## config.mk

```make
export PLATFORM = sky130hd
export DESIGN_NAME = dcache_wb
export DESIGN_NICKNAME = d
export VERILOG_FILES = /design/src/rtl/dcache_wb.sv
export SDC_FILE = /design/constraint.sdc
export NUM_CORES = 2
export LEC_CHECK = 0
export BUFFER_PORTS_ARGS = -buffer_cell sky130_fd_sc_hd__buf_4
export CORE_ASPECT_RATIO = 1.4
export CORE_MARGIN = 10
export CORE_UTILIZATION = 30
export CTS_CLUSTER_DIAMETER = 100
export DETAILED_ROUTE_END_ITERATION = 7
export PLACE_DENSITY = 0.5
export SLEW_MARGIN = 15
export SYNTH_ARGS = -nofsm -noshare
export SYNTH_HDL_FRONTEND = slang
export SYNTH_SLANG_ARGS = --single-unit
export TNS_END_PERCENT = 1
```

## constraint.sdc

```tcl
create_clock -name clk -period 8.8 [get_ports clk]
set_input_delay 1.32 -clock clk [delete_from_list [all_inputs] [get_ports clk]]
set_output_delay 1.32 -clock clk [all_outputs]
set_load 0.02 [all_outputs]
```

## src/rtl/dcache_wb.sv

```systemverilog
// dcache_wb: direct-mapped, write-back, write-allocate data cache with one
// 32-bit word per line. A miss stalls the core through Dhit until it is
// serviced over a single-word req/ack handshake to backing memory.
module dcache_wb #(
   parameter int LINES = 64
) (
   input  logic        clk,
   input  logic        reset,
   input  logic        dcen,
   input  logic        MemWrite,
   input  logic [31:0] DataAddr,
   input  logic [31:0] WriteData,
   output logic [31:0] ReadData,
   output logic        Dhit,
   output logic        mem_req,
   output logic        mem_we,
   output logic [31:0] mem_addr,
   output logic [31:0] mem_wdata,
   input  logic [31:0] mem_rdata,
   input  logic        mem_ack
);

   localparam int INDEX_BITS = $clog2(LINES);
   localparam int TAG_BITS   = 30 - INDEX_BITS;

   typedef enum logic [1:0] {
      IDLE   = 2'd0,
      WB     = 2'd1,
      REFILL = 2'd2
   } stateT;

   stateT state;
   stateT nextState;

   logic [LINES-1:0]    validArr;
   logic [LINES-1:0]    dirtyArr;
   logic [TAG_BITS-1:0] tagArr  [LINES];
   logic [31:0]         dataArr [LINES];

   logic [INDEX_BITS-1:0] reqIdx;
   logic [TAG_BITS-1:0]   reqTag;
   logic [INDEX_BITS-1:0] missIdx;
   logic [TAG_BITS-1:0]   missTag;
   logic                  hit;
   logic                  storeHit;
   logic                  wbDone;
   logic                  refillDone;
   logic                  unusedAddrBits;

   // Byte-offset bits are irrelevant for word-only accesses.
   assign unusedAddrBits = ^DataAddr[1:0];

   assign reqIdx = DataAddr[1+INDEX_BITS:2];
   assign reqTag = DataAddr[31:2+INDEX_BITS];
   assign hit    = dcen & validArr[reqIdx] & (tagArr[reqIdx] == reqTag);

   // State register; async reset abandons any in-flight handshake at once.
   always_ff @(posedge clk or posedge reset) begin
      if (reset) begin
         state <= IDLE;
      end else begin
         state <= nextState;
      end
   end

   // Next-state logic: one state step per mem_ack, no abort path.
   always_comb begin
      nextState = state;
      case (state)
         IDLE: begin
            if (dcen && !hit) begin
               if (validArr[reqIdx] && dirtyArr[reqIdx]) begin
                  nextState = WB;
               end else begin
                  nextState = REFILL;
               end
            end else begin
               nextState = IDLE;
            end
         end
         WB: begin
            if (mem_ack) begin
               nextState = REFILL;
            end else begin
               nextState = WB;
            end
         end
         REFILL: begin
            if (mem_ack) begin
               nextState = IDLE;
            end else begin
               nextState = REFILL;
            end
         end
         default: nextState = IDLE;
      endcase
   end

   // Output logic: core-side response, memory request and array update strobes.
   always_comb begin
      Dhit       = 1'b1;
      ReadData   = 32'h0000_0000;
      mem_req    = 1'b0;
      mem_we     = 1'b0;
      mem_addr   = 32'h0000_0000;
      mem_wdata  = 32'h0000_0000;
      storeHit   = 1'b0;
      wbDone     = 1'b0;
      refillDone = 1'b0;
      if (reset) begin
         Dhit = 1'b1;
      end else begin
         case (state)
            IDLE: begin
               Dhit     = ~dcen | hit;
               storeHit = hit & MemWrite;
               if (hit && !MemWrite) begin
                  ReadData = dataArr[reqIdx];
               end else begin
                  ReadData = 32'h0000_0000;
               end
            end
            WB: begin
               Dhit      = 1'b0;
               mem_req   = 1'b1;
               mem_we    = 1'b1;
               mem_addr  = {tagArr[missIdx], missIdx, 2'b00};
               mem_wdata = dataArr[missIdx];
               wbDone    = mem_ack;
            end
            REFILL: begin
               Dhit       = 1'b0;
               mem_req    = 1'b1;
               mem_we     = 1'b0;
               mem_addr   = {missTag, missIdx, 2'b00};
               refillDone = mem_ack;
            end
            default: begin
               Dhit = 1'b1;
            end
         endcase
      end
   end

   // Capture the missing address so the memory side stays stable through the miss.
   always_ff @(posedge clk or posedge reset) begin
      if (reset) begin
         missIdx <= {INDEX_BITS{1'b0}};
         missTag <= {TAG_BITS{1'b0}};
      end else if (state == IDLE && dcen && !hit) begin
         missIdx <= reqIdx;
         missTag <= reqTag;
      end else begin
         missIdx <= missIdx;
         missTag <= missTag;
      end
   end

   // Valid/dirty bookkeeping; cleared on reset so dirty data is deliberately dropped.
   always_ff @(posedge clk or posedge reset) begin
      if (reset) begin
         validArr <= {LINES{1'b0}};
         dirtyArr <= {LINES{1'b0}};
      end else begin
         if (storeHit) begin
            dirtyArr[reqIdx] <= 1'b1;
         end
         if (wbDone) begin
            dirtyArr[missIdx] <= 1'b0;
         end
         if (refillDone) begin
            validArr[missIdx] <= 1'b1;
            dirtyArr[missIdx] <= 1'b0;
         end
      end
   end

   // Tag and data storage; contents are don't-care until the valid bit is set.
   always_ff @(posedge clk) begin
      if (storeHit) begin
         dataArr[reqIdx] <= WriteData;
      end
      if (refillDone) begin
         dataArr[missIdx] <= mem_rdata;
         tagArr[missIdx]  <= missTag;
      end
   end

endmodule

```

=== Yosys cells after proc, flatten, opt, wreduce, memory -nomap -nowiden ===
Memory sizes are Yosys's and may differ from the RTL's.
Index checks and enable logic that the tools add are counted.

* Register bits after elaboration: 160
* Bits in writable memories: 3584
* Input bits: 101
* Output and inout port bits: 99
* Word-level logic and storage cells: 78
* Memories kept: 2

{| class="wikitable"
|+ Memories
! memory !! depth !! width !! rd ports !! clocked after memory_dff !! wr ports !! RTL line !! source
|-
| dataArr || 64 || 32 || 2 || 0 || 1 || 38 || <nowiki>logic [31:0] dataArr [LINES];</nowiki>
|-
| tagArr || 64 || 24 || 2 || 0 || 1 || 37 || <nowiki>logic [TAG_BITS-1:0] tagArr [LINES];</nowiki>
|}

* Magnitude comparators: 4
* Equality and inequality tests: 3
* Mux-type cells: 42
* Bitwise logic cells: 10
* Reductions and logical operators: 12

{| class="wikitable"
|+ Operator list
! kind !! number
|-
| 32-bit 2-to-1 mux || 7
|-
| 64-bit 2-to-1 mux || 3
|-
| 64-bit bitwise AND || 2
|-
| 64-bit OR || 2
|-
| 64-bit inverter || 1
|-
| 32-bit one-hot mux with 2 select lines || 1
|-
| 32-bit OR reduction || 1
|-
| 24-bit == test || 1
|-
| 1-bit 2-to-1 mux || 20
|-
| 6-bit by 7-bit less-than comparator with 1-bit output, second input constant || 2
|-
| 1-bit binary-select mux with 6-bit select || 2
|-
| 1-bit demux with 6-bit select || 2
|-
| 6-bit by 1-bit greater-or-equal comparator with 1-bit output, second input constant || 2
|-
| 2-bit 2-to-1 mux || 4
|-
| 1-bit logical AND || 7
|-
| 6-bit 2-to-1 mux || 1
|-
| 2-bit one-hot mux with 3 select lines || 1
|-
| 1-bit bitwise AND || 3
|-
| 2-bit by 1-bit == test with 1-bit output, second input constant || 1
|-
| 2-bit == test, second input constant || 1
|-
| 1-bit zero test || 2
|-
| 2-bit zero test || 1
|-
| 1-bit one-hot mux with 2 select lines || 1
|-
| 2-bit OR reduction || 1
|-
| other kinds (2) || 2
|}

=== Logic depth before layout (Yosys ltp) ===
* Word-level depth: 12
* Mapped depth: 19
* Gate-level depth less buffers: 10

=== Worst setup path before layout ===
No wires, ideal clock.

* Path kind: input to output
* Start: in reset
* End: out mem_addr[12]
* Arrival: 6693 ps
* Data required time: 7480 ps
* Setup slack: 787 ps
* Stages on the path: 4
* Buffers on the path: 1
* Path through: clkinv_1 nand2_1 clkbuf_1 nor2_1

* Word-level cells in the longest chain between the ends: 1

{| class="wikitable"
|+ RTL lines
! element !! RTL line !! source
|-
| from (decl) || 8 || <nowiki>input logic reset,</nowiki>
|-
| 32-bit 2-to-1 mux || 110 || <nowiki>if (reset) begin</nowiki>
|-
| to (decl) || 17 || <nowiki>output logic [31:0] mem_addr,</nowiki>
|}

Every way passes these cells.

=== Worst setup path in the final report ===
* Start: in DataAddr[3]
* End: out ReadData[10]

* Word-level cells in the longest chain between the ends: 8
* Elaborated cells on any way between the ends: 11

{| class="wikitable"
|+ RTL lines
! element !! RTL line !! source
|-
| from (decl) || 11 || <nowiki>input logic [31:0] DataAddr,</nowiki>
|-
| parallel branches: the longest is 5 deep, another holds memory 64 x 24 bit || n/a ||
|-
| 32-bit 2-to-1 mux * || 117 || <nowiki>if (hit && !MemWrite) begin</nowiki>
|-
| 32-bit 2-to-1 mux * || 113 || <nowiki>case (state)</nowiki>
|-
| 32-bit 2-to-1 mux * || 110 ||
|-
| to (decl) || 13 || <nowiki>output logic [31:0] ReadData,</nowiki>
|}

Mark *: on every way between the ends. The select of a mux whose other input is x is not followed.

==> results.cfg <==
[logic_synthesis]
synthTopCellsByArea = edfxtp_1, a22oi_1, o22ai_1
synth_edf_count = 3584
ys.warnings.count = 0
yosys-top-cells-count = edfxtp_1, a22oi_1, o22ai_1
yosys.area.top_type = edfxtp_1
syn_inst = 11100
syn_area_um2 = 164000
ys.flop_type = edfxtp_1
yosysTopAreaCellShare = 0.656
synth_cell_type_count = 77
yosysSeqAreaShare = 0.680
yosysMostFrequentCell = edfxtp_1
async_flop_share = 0.0427
ys_ff_latch = 3744
synth.avg_cell_area_um2 = 14.8

[clock_network]
post-cts-setup-buffers = 0
htree_levels = 5
postCtsHoldBufs = 0
cts_tree = built
cts_sinks = 3744
clockBufferDepth = 4
insertion_delay_ns = 1.05
cts_buffers = 380
path_clk_slew_ns = 0.07
root_buffer = clkbuf_16

[floorplan]
fp.dieH_um = 895
core_area_um2 = 545000
rows = 321
io_pins = 200
start_util = 0.301
die_area_um2 = 577000
chipWidth_um = 645

[timing]
whs_ns = 0.437
finalHoldViolations = 0
rsz0062_at_grt = false
min_period_ns = 8.57
max_freq_ghz = 0.117
fin_skew_ns = 0.0861
period_share = 0.973
drv_slew = 0
relSlewSlack = 0.105
worst_slew_pin_slew_ns = 1.33
tns_ns = 0
finalSetupViolations = 0

[power_and_ir_drop]
seq_power_share = 0.450
clkPwrFrac = 0.366
powerDensity_nw_per_um2 = 240
p_int_mw = 32.1
power.total_mw = 45.9
p_sw_frac = 0.300
peakVddDrop_uv = 166
power_leakage_nw = 59.0
combPwrFrac = 0.185
power_switching_mw = 13.8

[global_route]
grt-busiest-layer = met2
met1_usage = 0.322
grt_first_pass_wirelength_mm = 1090
grt_max_degree = 92
met3_usage = 0.0679
antenna_found_initial = 75
grt_pass1_vias = 121000
grt_overflow = 0
grt_util_met2 = 0.431
grt_use_total = 0.271

[run]
maxCapViolations = 0

[setup_path]
crit_required_ns = 7.48
cp_max_fo = 47
crit_type = in2out
crit_arrival_ns = 7.25
critPathLaunchType = primary input
end_kind = primary output

[cells_and_area]
fin_util = 0.351
drive_gt1_frac = 0.188
area_growth_pct = 16.5
fin_cells = 18900
num-nets-final = 11300

[placed_design]
dp_cells = 18100
globalplace.congestion = 0.881
numPortBuffers = 195
dp_hpwl_mm = 482

[route]
drt_iter0_drc = 19900
drt_pass1_iterations = 7
drtAntennaViolNets = 0
via_per_inst = 6.70
route.detailed.drc = 0
num_vias = 126000
routedWlPerCell_um = 43.7
wirelength_mm = 825

[status]
outcome = completed

[hold_path]
hold_class = in2async
==> worst max-delay path, stage by stage <==
cell and delay (ns):
buf_8 0.40, buf_12 0.35, buf_4 0.23, mux2_2 0.35, a221oi_1 0.26, o22ai_1 0.14, a22oi_1 0.23, o2111ai_1 0.46
xor2_1 0.37, or4bb_1 0.83, nor3_1 0.52, buf_4 0.25, nand3_4 0.09, buf_12 0.25, a2111oi_2 0.58, buf_4 0.26
buf_4 0.15
==> cells in the final DEF (no fill, tap or decap), types with 305 or more instances in the layout <==
| cell | instances |
|---|---|
| a221oi_1 | 458 |
| a22o_1 | 372 |
| a22oi_1 | 1322 |
| a31oi_1 | 370 |
| buf_4 | 660 |
| clkbuf_16 | 388 |
| edfxtp_1 | 3584 |
| mux2_2 | 305 |
| mux2i_1 | 416 |
| o22ai_1 | 686 |
==> layer usage <==
layer | up-vias | routed length [um]
li1 | 47600 | -
met1 | 65800 | 287000
met2 | 10300 | 376000
met3 | 2720 | 91400
met4 | 36 | 70600
met5 | - | 234
==> registers in the layout, indices dropped and copies added, names as in the netlist <==
| signal | count |
|---|---|
| dataArr | 2048 |
| dirtyArr | 64 |
| missIdx | 6 |
| missTag | 24 |
| validArr | 64 |
| tagArr | 1536 |
| state | 2 |
==> power groups by stage <==
stage | Combinational, mW | Sequential (mW) | Clock, mW
3_5_place_dp | 8.18 | 21.0 | 0
3_3_place_gp | 8.16 | 21.0 | 0
2_1_floorplan | 4.05 | 21.2 | 0
4_1_cts | 8.20 | 20.6 | 16.8
5_1_grt | 8.57 | 20.6 | 17.5
6_report | 8.47 | 20.6 | 16.8
==> kinds of logic (layout without fill, tap and decap cells) <==
group,Yosys count,after routing,share of synthesized area
adders and majority gates,4,4,0.000305
and+or+nand+nor,1200,1200,0.0369
AOI/OAI and AO/OA,4180,4180,0.186
other,1,46,0.0000229
xor gates and xnor gates,22,22,0.00117
buffers and inverters,1038,1523,0.0261
DFF,3744,3744,0.680
muxes,888,888,0.0692
==> worst paths after layout <==
kind / from / endpoint / slack [ns] / depth (start not counted)
min in group clk: validArr[6]$_DFFE_PP0P_ / validArr[6]$_DFFE_PP0P_ / 0.46 / 1
hold / removal: reset / validArr[56]$_DFFE_PP0P_ / 0.44 / 2
max in group asynchronous: reset / missTag[18]$_DFFE_PP0P_ / 6.21 / 4
setup / recovery: DataAddr[3] / ReadData[10] / 0.23 / 17
hold reg to reg: validArr[6]$_DFFE_PP0P_ / validArr[6]$_DFFE_PP0P_ / 0.46 / 1
setup reg to reg: tagArr[60][15]$_DFFE_PP_ / dataArr[51][10]$_DFFE_PP_ / 2.52 / 13
==> stage by stage <==
step,setup slack (ns),instance area [um2]
floorplan,0.787,164000
global placement,-0.201,179000
detailed placement,0.0643,179000
CTS,0.0252,191000
global route,0.259,191000
finish,0.234,191000
==> area by class of cell <==
type                            count  area (um2)
Fill cell                       52500      354000
Inverter                           22         108
Antenna cell                       44         110
Clock inverter                    244        2500
Clock buffer                      458       10000
Multi-Input combinational cell   6296       50100
Sequential cell                  3744      112000
Timing Repair Buffer              799        7710
Tap cell                         7267        9090
==> timing repair <==
action | CTS | global route
hold endpoints to repair | 0 | 0
gates resized for setup | 0 | 2
endpoints found under the setup margin | 0 | 1
(Power assumes the default switching activity.)
